$ cat src/rtl/checker_popcount.sv
// Combinational population count.
//   vec_i   [WIDTH]           - input vector
//   count_o [clog2(WIDTH+1)]  - number of set bits in vec_i
module checker_popcount #(
  parameter  int unsigned WIDTH = 8,
  localparam int unsigned CntW  = $clog2(WIDTH + 1)
) (
  input  logic [WIDTH-1:0] vec_i,
  output logic [CntW-1:0]  count_o
);

  always_comb begin
    count_o = '0;
    for (int unsigned i = 0; i < WIDTH; i++) begin
      count_o = count_o + CntW'(vec_i[i]);
    end
  end

endmodule

$ cat config.mk
export PLATFORM = sky130hd
export DESIGN_NAME = checker_popcount
export DESIGN_NICKNAME = d
export VERILOG_FILES = /design/src/rtl/checker_popcount.sv
export SDC_FILE = /design/constraint.sdc
export NUM_CORES = 1
export LEC_CHECK = 0
export ABC_AREA = 1
export BUFFER_PORTS_ARGS = -buffer_cell sky130_fd_sc_hd__buf_2
export CORE_AREA = 2 2 39 41
export DETAILED_ROUTE_END_ITERATION = 8
export DIE_AREA = 0 0 41 43
export PLACE_DENSITY = 0.34
export SYNTH_ARGS = -nofsm -noshare
export SYNTH_HDL_FRONTEND = slang
export SYNTH_SLANG_ARGS = --single-unit
export TNS_END_PERCENT = 20
$ cat constraint.sdc
create_clock -name vclk -period 9.8
set_input_delay 1.47 -clock vclk [all_inputs]
set_output_delay 1.47 -clock vclk [all_outputs]
set_load 0.01 [all_outputs]
**After elaboration in Yosys (flattened, before gate mapping)**

Cells that the tools add are included.
Widths: inputs -> output; s select.

- Add/sub/neg operators: 7

Operators by type and width:

| cell | number |
|---|---|
| $add 4x1->4 | 4 |
| $add 3x1->4 | 1 |
| $add 2x1->3 | 1 |
| $add 1x1->2 | 1 |

- Register bits after elaboration: 0
- Input port bits: 8

**Logic depth before layout (Yosys ltp)**

- Depth after elaboration: 7
- Mapped depth: 11

**Worst setup path after synthesis**

OpenSTA, ideal clock, no wires.

- Kind: input-to-output
- From: input port vec_i[0]
- To: output port count_o[1]
- Arrival time: 3.709 ns
- Data required time: 8.330 ns
- Path slack: 4.621 ns
- Stages on the path: 9
- Buffers on the path: 0
- Cell sequence: inv_1 > fa_1 > fa_1 > fa_1 > inv_1 > ha_1 > inv_1 > fa_1 > inv_1

- Longest elaborated chain between the ends: 7

Ends and longest elaborated chain:

| item | line | source |
|---|---|---|
| start: declaration | 8 | `input logic [WIDTH-1:0] vec_i,` |
| $add 1x1->2 | 15 | `count_o = count_o + CntW'(vec_i[i]);` |
| $add 2x1->3 | 15 |  |
| $add 3x1->4 | 15 |  |
| $add 4x1->4 (4 in a row) | 15 |  |
| end: declaration | 9 | `output logic [CntW-1:0] count_o` |

Every way passes these cells.

**Final worst setup path**

- From: input port vec_i[0]
- To: output port count_o[2]

Same word-level chain as after synthesis.

==> metrics.txt <==
status=completed; Fin. Hold Viols=0; sequential share of the synthesized area=0; Starting Density=0.146; FFs & Latches=0; max-slew violations=0; post-synthesis cell type count=5; Total Routing Usage GR=0.0381; cell area after layout=282 um^2; Placed Area=282 um^2; maximum vdd ir drop=17.7 uV; Setup violations, final=0; fraction of layout cells with a size suffix above 1=0.293; largest cells by area after synthesis=fa_1, inv_1, ha_1, nand2_1, nand3_1; critical path peak fanout=2; Hold Path Stages=3; Synth area leader=fa_1; cts hold-fix bufs=0; Hold Path Class=input pin to output pin; Max Clk Rate=184 MHz; Fillers=162; cell count after synthesis=29; Final nets=58; FF/Latch Area=0 um^2; largest net degree at the start of global routing=5; RePlAce Congestion=0.569; endpoint type of the worst setup path=output pin; CORE AREA=1380 um^2; CP Class=input pin to output pin; P_leak=0.000199 uW; Hold Slack=3.25 ns; post-synth top area share=0.398; # clk buffers=0; Die Height=43 um; via count of the first global-routing pass=142; drt total wl=340 um; routed wire length per instance=5.96 um; I/O Pins=12; Post-Syn Nets=44; Worst Max-Slew Pin Slew=0.133 ns; # rows=14; Worst setup SP type=input pin; I/O Buffers=12; Vias=176; TritonRoute pass-1 iters=1; global route overflow=0; post-CTS setup buffers=0; syn_area_per_cell=6.95 um^2; CP arrival=3.95 ns; post_cts resized=0; via/cell ratio=3.09; die footprint=1760 um^2; DRC=0; Detail Route Antenna Nets=0; DRT iter0 DRCs=0; die extent in x=41 um; Post-Syn Area=201 um^2; period utilization=0.553; Inserted Diodes=0; Final Critical Period=5.42 ns; Pwr per Cell Area=97.5 nW/um^2; antenna violations before repair=0; MaxCap Viol Count=0; Rel. slew slack=0.911; Syn-to-layout area delta=39.8%; first-pass GRT wire length=510 um; final setup TNS=0 ns; RSZ-0062 raised after global routing=no; Yosys Warn Count=0; worst path required time=8.33 ns; placed wire-length estimate=319 um
-- metrics by stage --
step | total power (uW) | util | std cells | worst slack [ns]
final | 27.5 | 0.203 | 57 | 4.38
after global routing | 33.3 | 0.203 | 57 | 4.22
after global placement | 27.9 | 0.203 | 57 | 4.38
after CTS | 28.2 | 0.203 | 57 | 4.36
after floorplan | 18.7 | - | 29 | 4.62
after detailed placement | 27.9 | 0.203 | 57 | 4.38
-- layer usage --
metal | GRT usage | vias to the layer above | wire, um | share of wire
met2 | 0.0656 | 5 | 164 | 0.48
met3 | 0 | 0 | 15 | 0.044
met4 | 0 | 0 | 0 | 0
met1 | 0.0545 | 72 | 160 | 0.47
li1 | - | 99 | - | -
met5 | 0 | - | 0 | 0
-- cells by family after synthesis --
logic type / Yosys count / share of synthesized area
buffers and inverters: 16 / 0.298
adder cells (fa/ha/maj): 7 / 0.584
AND/OR/NAND/NOR: 6 / 0.118
-- Yosys cell counts --
cell / number
ha_1: 3
nand2_1: 5
inv_1: 16
fa_1: 4
nand3_1: 1
-- critical path: stages --
cell	delay, ns
buf_2	0.08
inv_1	0.04
fa_1	0.54
fa_1	0.42
fa_1	0.44
inv_1	0.06
ha_1	0.18
inv_1	0.06
fa_1	0.38
inv_1	0.07
nand2_1	0.05
nand2_1	0.05
buf_2	0.12
-- area by class of cell --
| type | count | area [um^2] | area share |
|---|---|---|---|
| Inverter | 16 | 60.1 | 0.213 |
| Multi-Input combinational cell | 13 | 141 | 0.502 |
| Tap cell | 16 | 20.0 | 0.0711 |
| Timing Repair Buffer | 12 | 60.1 | 0.213 |
-- worst paths after layout --
path          to      from
max   count_o[2]  vec_i[0]
min   count_o[0]  vec_i[2]
-- layout by cell type (no fill, tap or decap) --
cell type   n
buf_2      12
inv_1      16
nand3_1     1
fa_1        4
ha_1        3
nand2_1     5
-- report_power, final --
part / switching (uW) / leakage (uW) / total, uW / internal, uW
combinational: 14.9 / 0.000199 / 27.5 / 12.5
clock: 0 / 0 / 0 / 0
sequential: 0 / 0 / 0 / 0
Note: power is estimated with default switching activity, not from simulation.
